File: src/rtl/pc_sequencer.sv
// Program counter with next-PC selection, a circular return-address stack and
// an exception PC register; drives the instruction-fetch address.
module pc_sequencer #(
  parameter int unsigned      WIDTH     = 32,
  parameter logic [WIDTH-1:0] RESET_VEC = '0,
  parameter logic [WIDTH-1:0] TRAP_VEC  = 'h100,
  parameter int unsigned      INC       = 4,
  parameter int unsigned      RAS_DEPTH = 4
) (
  input  logic                           clk,
  input  logic                           reset,
  input  logic                           enable,
  input  logic [2:0]                     pc_op,
  input  logic [WIDTH-1:0]               offset,
  input  logic [WIDTH-1:0]               target,
  input  logic                           trap,
  output logic [WIDTH-1:0]               pc,
  output logic [WIDTH-1:0]               pc_plus,
  output logic [WIDTH-1:0]               epc,
  output logic [$clog2(RAS_DEPTH):0]     ras_count,
  output logic                           ras_overflow,
  output logic                           ras_underflow
);

  localparam int unsigned      PW    = $clog2(RAS_DEPTH);
  localparam int unsigned      CW    = PW + 1;
  localparam logic [WIDTH-1:0] INC_W = WIDTH'(INC);

  typedef enum logic [2:0] {
    OP_SEQ    = 3'd0,
    OP_BRANCH = 3'd1,
    OP_JUMP   = 3'd2,
    OP_CALL   = 3'd3,
    OP_RET    = 3'd4,
    OP_TRET   = 3'd5
  } pc_op_e;

  pc_op_e           op;
  logic [WIDTH-1:0] ras [RAS_DEPTH];
  logic [PW-1:0]    ras_ptr;
  logic             ras_full;
  logic             ras_empty;
  logic             advance;

  assign op        = pc_op_e'(pc_op);
  assign pc_plus   = pc + INC_W;
  assign ras_full  = (ras_count == CW'(RAS_DEPTH));
  assign ras_empty = (ras_count == '0);
  assign advance   = enable && !trap;

  // Storage has no reset; only the pointer and count define which entries are live.
  always_ff @(posedge clk) begin
    if (!reset && advance && op == OP_CALL) begin
      ras[ras_ptr + PW'(1)] <= pc_plus;
    end
  end

  always_ff @(posedge clk) begin
    if (reset) begin
      pc            <= RESET_VEC;
      epc           <= '0;
      ras_ptr       <= '0;
      ras_count     <= '0;
      ras_overflow  <= 1'b0;
      ras_underflow <= 1'b0;
    end else begin
      ras_overflow  <= 1'b0;
      ras_underflow <= 1'b0;
      if (trap) begin
        epc <= pc;
        pc  <= TRAP_VEC;
      end else if (enable) begin
        case (op)
          OP_BRANCH: pc <= pc + offset;
          OP_JUMP:   pc <= target;
          OP_CALL: begin
            pc      <= target;
            ras_ptr <= ras_ptr + PW'(1);
            // A full stack silently drops its oldest entry as the pointer wraps onto it.
            if (ras_full) ras_overflow <= 1'b1;
            else          ras_count    <= ras_count + CW'(1);
          end
          OP_RET: begin
            if (!ras_empty) begin
              pc        <= ras[ras_ptr];
              ras_ptr   <= ras_ptr - PW'(1);
              ras_count <= ras_count - CW'(1);
            end else begin
              pc            <= pc_plus;
              ras_underflow <= 1'b1;
            end
          end
          OP_TRET:   pc <= epc;
          default:   pc <= pc_plus;
        endcase
      end
    end
  end

endmodule

File: config.mk
export PLATFORM = sky130hd
export DESIGN_NAME = pc_sequencer
export DESIGN_NICKNAME = d
export VERILOG_FILES = /design/src/rtl/pc_sequencer.sv
export SDC_FILE = /design/constraint.sdc
export NUM_CORES = 1
export LEC_CHECK = 0
export CORE_MARGIN = 5
export CORE_UTILIZATION = 49
export DETAILED_ROUTE_END_ITERATION = 7
export GPL_ROUTABILITY_DRIVEN = 0
export PLACE_DENSITY = 0.77
export SLEW_MARGIN = 30
export SYNTH_ARGS = -nofsm -noshare
export SYNTH_HDL_FRONTEND = slang
export SYNTH_SLANG_ARGS = --single-unit
File: constraint.sdc
create_clock -name clk -period 3 [get_ports clk]
set_input_delay 0.6 -clock clk [delete_from_list [all_inputs] [get_ports clk]]
set_output_delay 0.6 -clock clk [all_outputs]
set_load 0.02 [all_outputs]
After elaboration in Yosys (flattened, before gate mapping). Memory sizes are Yosys's and may differ from the RTL's. A register that Yosys moved wholly into a read port is not among the register bits. Index checks and enable logic that the tools add are counted.

Add/sub/neg operators: 6. Shifts and indexed selects: 0. Multiplexer cells: 15. Bitwise gates (word level): 4. $mul: 0. $lt $le $gt $ge: 0. Reduce and logical (&&, ||, !) cells: 14. Divide/modulo/power cells: 0. Equality and inequality tests: 8.

Operators with widths (number): $pmux 32 s4 (1); $add 32x3->32 const B (1); $add 32x32->32 (1); $mux 32 (1); $mux 9 (2); $eq 3x3->1 const B (3); $reduce_or 4->1 (2); $eq 3x2->1 const B (2); $mux 2 (3); $mux 3 (2); $pmux 3 s2 (1); $reduce_and 5->1 (1); $mux 1 (4); $ne 2x2->1 const B (2); $not 1->1 (4); $pmux 2 s2 (1); $reduce_and 4->1 (1); $reduce_bool 2->1 (2); $reduce_or 2->1 (2); $add 3x1->3 const B (1); $eq 3x1->1 const B (1); $logic_and 1x1->1 (3); $logic_not 3->1 (1); $sub 3x1->3 const B (1); other kinds (3) (4).

Input port bits: 71. Latch bits: 0. Output and inout bits: 101. Register bits: 71. Memories: 1. ROM bits: 0. RAM bits: 128. Logic and storage cells: 55.

Memories: ras (words 4, bits a word 32, rd ports 1, clocked after Yosys merged registers in 1, wr ports 1, RTL line 39) `logic [WIDTH-1:0] ras [RAS_DEPTH];`.

Depth between registers and ports, before layout.
Depth after elaboration: 6. Gate-level depth with buffers: 11.

Worst setup path after synthesis. No wires, ideal clock.

Path kind: input to register. From: input offset[0]. To: register pc[24]. Path buffers: 0. Slack: -0.158 ns. Library setup time: 0.127 ns. Stages on the path: 10. Data arrival time: 3.031 ns. Data required time: 2.873 ns. Cell sequence: ha_1 fa_1 a21o_1 a221oi_2 o22ai_2 a211o_1 a211o_1 nand4_1 a2111oi_0 or3b_1.

Word-level cells in the longest chain between the ends: 2.

RTL lines: start: declaration (RTL line 14) `input logic [WIDTH-1:0] offset,`; $add 32x32->32 (RTL line 74) `OP_BRANCH: pc <= pc + offset;`; $pmux 32 s4 (RTL line 73) `case (op)`; end signal: assignment (RTL line 74); end signal: assignment (RTL line 75) `OP_JUMP: pc <= target;`; end signal: assignment (RTL line 77) `pc <= target;`; end: declaration (RTL line 17) `output logic [WIDTH-1:0] pc,`.

Every way passes these cells. A chain may end at the register's enable or synchronous reset.

Worst setup path after layout.
From: register pc[3]. To: output pc_plus[20].

Word-level cells in the longest chain between the ends: 1.

RTL lines: $add 32x3->32 (RTL line 46) `assign pc_plus = pc + INC_W;`; end: declaration (RTL line 18) `output logic [WIDTH-1:0] pc_plus,`.

Every way passes these cells.

==> impl_results.md <==
- Ys async rst share: 0%
- Sequential area share after synthesis: 50.2%
- Initial antenna violation count: 0
- Register bit total from synthesis: 201
- Mean post-synth cell area: 11.8 sq um
- TritonCTS clock tree: yes
- CP max FO: 8
- Total power: 6.41 mW
- CP Cell Sequence: ha_4 -> and4_4 -> nor2b_4 -> buf_6 -> and3_4 -> buf_12 -> and4_4 -> xor2_4 -> buf_6
- Synth cell types: 76
- CP max stage delay: 0.37 ns
- Failing checks: negative setup slack
- Die height: 157 um
- Critical Path AT: 2.41 ns
- RSZ-0062 raised after global routing: yes
- Worst-case reg-to-reg path depth: 11
- Reg2reg end: pc[24]
- Clk_lat worst skew: 0.51 ns
- Slowest-stage cell, CP: dfxtp_4
- MaxCap Viol Count: 0
- Drt first-iter violations: 867
- DIE AREA: 24,600 sq um
- Buffers on Ports: 171
- Sw Share: 24.7%
- Final Slew Violations: 0
- Cell area after layout: 14,700 sq um
- First-pass GRT wire length: 52,100 um
- Fin Clk Skew: 0.0116 ns
- Largest family of logic cells by synthesized area: compound AO/OA/AOI/OAI gates
- Clock-pin slew on the worst setup and hold paths: 0.06 ns
- Num rows: 53
- Share of layout cells above drive strength 1: 26.0%
- Synth top area share: 36.4%
- Post-Synth XOR/XNOR Area: 4.23%
- WL final: 34,500 um
- Initial core utilization: 49.9%
- Pwr Density: 436 nW/um^2
- ANT cells: 0
- Worst setup margin: -0.00762 ns
- Mapped Nets: 1,006
- Post-synth EDFFs: 128
- Post-route ant nets: 0
- Largest delay contributor family on the critical path: simple AND/OR/NAND/NOR gates
- Clock power frac: 38.7%
- Hold-fix buffers, CTS: 0
- Fin nets: 1,323
- Largest net degree at the start of global routing: 39
- Slew @ Worst Pin: 0.687 ns
- Die X: 157 um
- Sw Pwr: 1.58 mW
- Mapped cell area: 10,600 sq um
- Commonest cells in the netlist: 128 x edfxtp_1, 73 x dfxtp_1, 64 x nor2_1
- Synth Flop Type: edfxtp_1
- WL/cell: 22.9 um
- CTS root buf: clkbuf_16
- Fin Setup TNS: -0.00871 ns
- Synth top area cells: edfxtp_1 36%, dfxtp_1 14%, mux4_2 6.6%
- Core area: 21,200 sq um
- Clock Path Buffers: 3
- Synth warn: 0
- Max VDD drop: 0.359 mV
- Pre-CTS setup slack: -0.619 ns
- I/O pins: 172
- Most common cell in the netlist: edfxtp_1
- Crit Path Class: reg2out
- Startpoint Class: flip-flop
- Vias in the first global route: 9,264
- Total GRT Usage: 27.2%
- Total grt overflow: 0
- Final Setup Violations: 2
- H-tree levels: 1
- Adder-cell area share of the yosys netlist: 4.64%
- Sequential power share: 46.5%
- R2r setup slk: 0.11 ns
- CTS Buf Count: 21
- Area grow syn2layout: 39.1%
- Yosys top cell by area: edfxtp_1
- Internal power: 4.82 mW
- Hold depth: 2
- Leakage power: 5.87 nW
- Status: finished with violations
- Reg2Reg Launch Point: pc[2]
- Total DRC errors in the routed layout: 0
- Hold Path Sink: epc[29]
- Max Clk Rate: 332 MHz
- Logic pwr share: 14.8%
- TritonCTS Sinks: 201
- Setup crit end kind: primary output
- Worst min-delay path class: reg2reg
- Vias/cell: 6.14
- Crit path time final: 3.01 ns
- Compound-gate portion of the synthesized area: 16.8%
- Slew headroom: 54.1%
- HPWL Detailed: 24,900 um
- Final period util: 100%
- CP Depth: 9
- Fillers: 1,472
- Post-Place Cell Area: 13,700 sq um
- DR pass1 iterations: 6
- Crit path required time: 2.40 ns
- Worst Hold Launch: epc[29]
- Post-synthesis simple-gate area fraction: 10.5%
- Vias: 9,242
- Mux cell area share after synthesis: 10.4%
- Worst Path Buf+Inv: 3
- Cells after Synth: 897
- Endpoints failing hold: 0
## metal layers
metal  vias to the layer above  part of all wire [%]  global-route usage [%]
met5                         -                     0                       0
met3                       104                    11                    5.31
met4                         0                   3.3                    8.47
met2                       551                    46                    43.9
li1                       4153                     -                       -
met1                      4434                    40                    37.4
## repair_timing
action | CTS | global route
setup endpoints to repair | 29 | 30
buffers inserted | 11 | 6
gates resized for setup | 100 | 37
endpoints found under the hold margin | 0 | 0
pin swaps | 17 | 18
## worst max-delay path by stage
stage,start,endpoint
after floorplan,offset[0],pc[24]
after global placement,offset[0],pc[24]
after detailed placement,offset[0],pc[24]
after CTS,pc[3],pc_plus[28]
after global routing,pc[3],pc_plus[20]
final,pc[3],pc_plus[20]
## worst min-delay path, stage by stage (launching register included)
cell,delay [ns]
dfxtp_1,0.35
mux2i_1,0.07
nor2_1,0.07
## placed cells by master, fill, tap and decap left out, types with 25 or more instances in the layout
master	Yosys	final
xnor2_1	34	25
clkdlybuf4s50_1	0	144
ha_1	36	31
o21ai_0	39	38
a21oi_1	51	51
buf_4	3	178
nor2_1	64	64
mux2i_1	37	37
edfxtp_1	128	128
nand2_1	46	45
mux4_2	31	31
dfxtp_1	73	69
## kinds of logic (layout without fill, tap and decap cells)
kind of cell               count (synthesis)  count (layout)
and+or+nand+nor                          222             222
muxes                                     69              69
DFF                                      201             201
xor gates and xnor gates                  51              51
AOI/OAI and AO/OA                        245             245
adders and majority gates                 38              38
buffers and inverters                     71             403
## layout make-up
class	instances	area, sq um	share of cell area (%)
Multi-Input combinational cell	625	5200	35.4
Clock buffer	31	573	3.90
Tap cell	275	344	2.34
Sequential cell	201	5310	36.2
Clock inverter	7	70.1	0.477
Timing Repair Buffer	353	3140	21.4
Inverter	12	45.0	0.307
## metrics by stage
step,hold slack (ns),util [%],std cells
final,0.527,69.4,1504
after global routing,0.556,69.4,1504
after CTS,0.533,68.4,1500
after detailed placement,0.514,64.6,1451
after global placement,0.498,64.6,1451
after floorplan,0.511,-,897
## power by group through the flow
stage	clock [mW]	combinational, mW	sequential [mW]
floorplan	0	0.434	3.07
detailed placement	0	0.914	3.03
finish	2.48	0.949	2.98
CTS	2.51	0.923	2.98
global placement	0	0.902	3.03
global route	2.63	1.01	2.98
## state kept, by name, summed over array words and instances (netlist names), named ones only
name,count
epc,32
pc,30
ras,128
ras_overflow,1
ras_ptr,2
ras_underflow,1
ras_count,3
(Power assumes the default switching activity.)
